<file path="src/rtl/serial_adder_pkg.sv">
// Shared types and elaboration helpers for the digit-serial adder/subtractor.
// Holds the FSM encoding, the digit-count derivation and the full-adder cell function.
package serial_adder_pkg;

    typedef enum logic [1:0] {
        IDLE = 2'd0,
        RUN  = 2'd1,
        DONE = 2'd2
    } state_t;

    // Number of digit cycles needed to cover a WIDTH-bit operand.
    function automatic int ndig_of(input int width, input int digit);
        return width / digit;
    endfunction

    // Digit counter width; a single-digit operation still needs a 1-bit counter.
    function automatic int cnt_width(input int ndig);
        return (ndig <= 1) ? 1 : $clog2(ndig);
    endfunction

    // One-bit full adder, returned as {carry_out, sum}.
    function automatic logic [1:0] full_add(input logic x, input logic y, input logic c);
        logic s;
        logic co;
        s  = x ^ y ^ c;
        co = (x & y) | (c & (x ^ y));
        return {co, s};
    endfunction

endpackage : serial_adder_pkg

</file>
<file path="src/rtl/serial_adder_digit_adder.sv">
// Combinational DIGIT-bit ripple adder built from one-bit full-adder cells.
// Exposes the carry into the top cell so the caller can derive signed overflow.
module digit_adder
    import serial_adder_pkg::*;
#(
    parameter int DIGIT = 1
) (
    input  logic [DIGIT-1:0] x,
    input  logic [DIGIT-1:0] y,
    input  logic             cin,
    output logic [DIGIT-1:0] s,
    output logic             cout,
    output logic             c_msb_in
);

    logic [DIGIT:0] carry_chain;

    assign carry_chain[0] = cin;

    genvar gi;
    generate
        for (gi = 0; gi < DIGIT; gi++) begin : g_cell
            logic [1:0] cell_out;
            assign cell_out           = full_add(x[gi], y[gi], carry_chain[gi]);
            assign s[gi]              = cell_out[0];
            assign carry_chain[gi+1]  = cell_out[1];
        end
    endgenerate

    assign cout     = carry_chain[DIGIT];
    assign c_msb_in = carry_chain[DIGIT-1];

endmodule : digit_adder

</file>
<file path="src/rtl/serial_adder.sv">
// Digit-serial adder/subtractor: consumes DIGIT bits of each operand per clock,
// with a start/busy/done handshake and registered sum, carry-out and overflow.
module serial_adder
    import serial_adder_pkg::*;
#(
    parameter int WIDTH = 8,
    parameter int DIGIT = 1
) (
    input  logic             clk,
    input  logic             rst,
    input  logic             start,
    input  logic             sub,
    input  logic [WIDTH-1:0] a,
    input  logic [WIDTH-1:0] b,
    input  logic             c_in,
    output logic             busy,
    output logic             done,
    output logic [WIDTH-1:0] sum,
    output logic             c_out,
    output logic             ovf
);

    localparam int NDIG = ndig_of(WIDTH, DIGIT);
    localparam int CW   = cnt_width(NDIG);
    localparam logic [CW-1:0] LAST_DIG = CW'(NDIG - 1);

    generate
        if (DIGIT < 1 || WIDTH < 2 || (WIDTH % DIGIT) != 0) begin : g_bad_params
            $error("serial_adder: DIGIT must be >= 1 and divide WIDTH (>= 2) exactly");
        end
    endgenerate

    state_t           state_reg;
    logic [WIDTH-1:0] a_reg;
    logic [WIDTH-1:0] b_reg;
    logic             carry_reg;
    logic [CW-1:0]    cnt_reg;
    logic [WIDTH-1:0] sum_reg;
    logic             c_out_reg;
    logic             ovf_reg;
    logic             busy_reg;
    logic             done_reg;

    logic [DIGIT-1:0] dig_s;
    logic             dig_cout;
    logic             dig_c_msb;
    logic [WIDTH-1:0] sum_next;
    logic             accept;

    digit_adder #(
        .DIGIT (DIGIT)
    ) u_digit (
        .x        (a_reg[DIGIT-1:0]),
        .y        (b_reg[DIGIT-1:0]),
        .cin      (carry_reg),
        .s        (dig_s),
        .cout     (dig_cout),
        .c_msb_in (dig_c_msb)
    );

    // Each digit result enters at the MSB end, so after NDIG shifts the
    // first digit has arrived at bit 0.
    generate
        if (DIGIT == WIDTH) begin : g_sum_whole
            assign sum_next = dig_s;
        end else begin : g_sum_shift
            assign sum_next = {dig_s, sum_reg[WIDTH-1:DIGIT]};
        end
    endgenerate

    // DONE accepts a new request just like IDLE so operations can run back to back.
    assign accept = start && ((state_reg == IDLE) || (state_reg == DONE));

    always_ff @(posedge clk) begin
        if (rst) begin
            state_reg <= IDLE;
            a_reg     <= '0;
            b_reg     <= '0;
            carry_reg <= 1'b0;
            cnt_reg   <= '0;
            sum_reg   <= '0;
            c_out_reg <= 1'b0;
            ovf_reg   <= 1'b0;
            busy_reg  <= 1'b0;
            done_reg  <= 1'b0;
        end else begin
            case (state_reg)
                IDLE, DONE: begin
                    done_reg <= 1'b0;
                    if (accept) begin
                        // Subtract is a + ~b + ~c_in, i.e. a - b - c_in.
                        a_reg     <= a;
                        b_reg     <= sub ? ~b : b;
                        carry_reg <= c_in ^ sub;
                        cnt_reg   <= '0;
                        busy_reg  <= 1'b1;
                        state_reg <= RUN;
                    end else begin
                        busy_reg  <= 1'b0;
                        state_reg <= IDLE;
                    end
                end

                RUN: begin
                    sum_reg   <= sum_next;
                    a_reg     <= a_reg >> DIGIT;
                    b_reg     <= b_reg >> DIGIT;
                    carry_reg <= dig_cout;
                    cnt_reg   <= cnt_reg + CW'(1);
                    if (cnt_reg == LAST_DIG) begin
                        c_out_reg <= dig_cout;
                        ovf_reg   <= dig_cout ^ dig_c_msb;
                        busy_reg  <= 1'b0;
                        done_reg  <= 1'b1;
                        state_reg <= DONE;
                    end
                end

                default: begin
                    busy_reg  <= 1'b0;
                    done_reg  <= 1'b0;
                    state_reg <= IDLE;
                end
            endcase
        end
    end

    assign busy  = busy_reg;
    assign done  = done_reg;
    assign sum   = sum_reg;
    assign c_out = c_out_reg;
    assign ovf   = ovf_reg;

endmodule : serial_adder

</file>
<file path="config.mk">
export PLATFORM = sky130hd
export DESIGN_NAME = serial_adder
export DESIGN_NICKNAME = d
export VERILOG_FILES = /design/src/rtl/serial_adder_pkg.sv /design/src/rtl/serial_adder_digit_adder.sv /design/src/rtl/serial_adder.sv
export SDC_FILE = /design/constraint.sdc
export NUM_CORES = 1
export LEC_CHECK = 0
export CAP_MARGIN = 25
export CELL_PAD_IN_SITES_DETAIL_PLACEMENT = 1
export CELL_PAD_IN_SITES_GLOBAL_PLACEMENT = 1
export CORE_MARGIN = 4
export CORE_UTILIZATION = 40
export DETAILED_ROUTE_END_ITERATION = 10
export GPL_ROUTABILITY_DRIVEN = 0
export MAX_ROUTING_LAYER = met4
export PLACE_DENSITY_LB_ADDON = 0.1
export SETUP_SLACK_MARGIN = 0.3
export SLEW_MARGIN = 30
export SYNTH_ARGS = -nofsm -noshare
export SYNTH_HDL_FRONTEND = slang
export SYNTH_HIERARCHICAL = 1
export SYNTH_SLANG_ARGS = --single-unit
</file>
<file path="constraint.sdc">
create_clock -name clk -period 4.1 [get_ports clk]
set_clock_uncertainty 0.2 [all_clocks]
set_input_delay 0.41 -clock clk [delete_from_list [all_inputs] [get_ports clk]]
set_output_delay 0.41 -clock clk [all_outputs]
set_load 0.1 [all_outputs]
</file>
==> flow_metrics.env <==
export IMPL_io_pin_count=33
export IMPL_syn_to_final_growth_pct=23.1
export IMPL_fillers=433
export IMPL_drv_cap=0
export IMPL_cp_top_family="buffers and inverters"
export IMPL_swShare=0.272
export IMPL_drtIter0Drc=87
export IMPL_p_switching_uw=191
export IMPL_setup_violations_final=0
export IMPL_cts_hold_buffers=0
export IMPL_std_cell_rows=22
export IMPL_slowest_stage="clkdlybuf4s50_1"
export IMPL_worstHoldStart="sum[0]$_SDFFE_PP0P_"
export IMPL_die_y_um=69.7
export IMPL_cts_buffers=5
export IMPL_die_area_mm2=0.00485
export IMPL_grt_overflow=0
export IMPL_coreArea_mm2=0.00366
export IMPL_final_cell_mix="dfxtp_1, clkdlybuf4s50_1, a21oi_1, nand2_1, nand3_1"
export IMPL_cts_tree="built"
export IMPL_min_path_type="reg -> reg"
export IMPL_synth_cell_types=26
export IMPL_yosys_warnings=6
export IMPL_path_max_fanout=3
export IMPL_vias=1286
export IMPL_clk_latency_ps=270
export IMPL_fin_crit_ps=2420
export IMPL_ant_nets=0
export IMPL_hpwl_mm=2.42
export IMPL_worstReg2RegEnd="ovf$_SDFFE_PP0P_"
export IMPL_post_cts_buffers=0
export IMPL_cp_arrival_ps=1810
export IMPL_start_util=0.415
export IMPL_p_int_uw=512
export IMPL_dpl_cell_area_mm2=0.00179
export IMPL_min_path_cells=2
export IMPL_tns_ps=0
export IMPL_n_antenna_cell=0
export IMPL_ys_ff_latch=34
export IMPL_routed_wl_mm=3.60
export IMPL_cts_sinks=34
export IMPL_synthesis_area_mm2=0.00152
export IMPL_cts_resized=0
export IMPL_startpoint_type="register"
export IMPL_fin_crit_sh=0.591
export IMPL_grt_setup_unrepaired="no"
export IMPL_cp_cell_sequence="clkdlybuf4s50_1"
export IMPL_first_pass_iters=4
export IMPL_drv_slew=0
export IMPL_io_buffer_count=32
export IMPL_antenna_found_initial=0
export IMPL_tightest_slew_ps=1000
export IMPL_status="finished, final reports clean"
export IMPL_grt_pass1_wl_mm=6.19
export IMPL_crit_type="reg -> out"
export IMPL_slew_limit_headroom=0.331
export IMPL_mostFrequentLayoutCell="dfxtp_1"
export IMPL_grt_max_degree=35
export IMPL_leakage_uw=0.000660
export IMPL_yosysSeqAreaShare=0.448
export IMPL_nNetsFinal=218
export IMPL_final_instance_count_excl_fill=242
export IMPL_clockBufferDepth=2
export IMPL_rrSetupSlack_ps=2320
export IMPL_clkPwrFrac=0.319
export IMPL_die_w_um=69.7
export IMPL_place_inst=235
export IMPL_viasPerCell=5.31
export IMPL_track_usage=0.160
export IMPL_remaining_drc_errors=0
export IMPL_combPwrFrac=0.165
export IMPL_h_tree_depth=2
export IMPL_powerDensity_mw_per_mm2=375
export IMPL_grt_pass1_vias=1290
export IMPL_min_to="sum[0]$_SDFFE_PP0P_"
export IMPL_timing_final_hold_violations=0
export IMPL_postSynthNetCount=194
export IMPL_design_area_mm2=0.00187
export IMPL_syn_area_per_cell_um2=8.94
export IMPL_seqPwrFrac=0.516
export IMPL_r2r_start="state_reg[0]$_SDFFE_PP0P_"
export IMPL_irDropWorstVdd_mv=0.163
export IMPL_drive_above_1_share=0.0567
export IMPL_max_freq_mhz=413
export IMPL_path_clk_slew_ps=70
export IMPL_synthCells=170
export IMPL_ff2ff_path_depth=4
export IMPL_critPathRequiredTime_ps=3490
export IMPL_end_kind="output port"
export IMPL_path_buf_inv=1
export IMPL_cts_root_buffer_cell="clkbuf_8"
export IMPL_routedWlPerCell_um=14.9
export IMPL_crit_path_max_incr_delay_ps=1170
[worst max path at each step]
stage	slack, ps	startpoint	depth (start not counted)	to
floorplan	2550	sum[1]$_SDFFE_PP0P_	0	sum[1]
global placement	1870	rst	2	done$_SDFFE_PP0N_
detailed placement	1970	sum[1]$_SDFFE_PP0P_	1	sum[1]
CTS	1670	sum[1]$_SDFFE_PP0P_	1	sum[1]
global route	1630	sum[1]$_SDFFE_PP0P_	1	sum[1]
finish	1680	sum[1]$_SDFFE_PP0P_	1	sum[1]
[metrics by stage]
stage               setup slack [ps]  power [uW]  hold slack, ps  utilization
floorplan                       2550         454             244            -
global placement                1870         482             248        0.490
detailed placement              1970         486             252        0.489
CTS                             1670         709             265        0.511
global route                    1630         741             293        0.511
finish                          1680         703             263        0.511
[layer usage]
metal | wire length, um | global-route usage | share of wire
met5 | 0 | - | 0
met4 | 18 | 0.0447 | 0.0050
met3 | 136 | 0.0406 | 0.038
met2 | 1870 | 0.264 | 0.52
met1 | 1570 | 0.195 | 0.44
[layout make-up]
type / count / area, um^2 / share of cell area
clock buffer: 5 / 68.8 / 0.0368
multi-input combinational: 118 / 718 / 0.384
clock inverter: 2 / 10.0 / 0.00535
tap: 48 / 60.1 / 0.0321
sequential: 34 / 681 / 0.364
inverter: 1 / 3.75 / 0.00201
timing repair buffer: 34 / 330 / 0.176
[cell usage after synthesis]
cell | instances | area, um^2
a211oi_1 | 5 | 37.5
a21o_1 | 5 | 37.5
a21oi_1 | 26 | 130
a22oi_1 | 10 | 75.1
a311oi_1 | 1 | 8.76
a31oi_1 | 1 | 6.26
buf_1 | 1 | 3.75
buf_2 | 2 | 10.0
buf_4 | 6 | 45.0
buf_6 | 4 | 45.0
clkbuf_1 | 3 | 11.3
clkbuf_2 | 1 | 5.00
dfxtp_1 | 34 | 681
fa_1 | 1 | 20.0
ha_1 | 2 | 25.0
inv_1 | 1 | 3.75
mux2i_1 | 5 | 50.1
nand2_1 | 20 | 75.1
nand2b_1 | 3 | 18.8
nand3_1 | 16 | 80.1
nor2_1 | 3 | 11.3
nor2b_1 | 2 | 12.5
nor3_1 | 7 | 35.0
o21ai_0 | 1 | 5.00
xnor2_1 | 6 | 52.6
xor2_1 | 4 | 35.0
[power by group through the flow]
stage / sequential (uW) / clock (uW) / combinational [uW]
floorplan: 378 / 0 / 76.1
global placement: 369 / 0 / 113
detailed placement: 370 / 0 / 116
CTS: 363 / 229 / 117
global route: 365 / 248 / 128
finish: 363 / 224 / 116
[worst register-to-register path, cell delays in order (launching register included)]
cell and delay (ps):
dfxtp_1 580, nor2b_1 190, buf_4 300, a21oi_1 130, a311oi_1 280
[logic make-up after synthesis]
family,after synthesis,share of synthesized area
xor+xnor,10,0.0576
mux,5,0.0329
fa+ha+maj,3,0.0296
flops,34,0.448
compound gates,49,0.198
simple gates,51,0.153
buf+inv,18,0.0815
No activity file was read; power rests on OpenSTA's default activity.
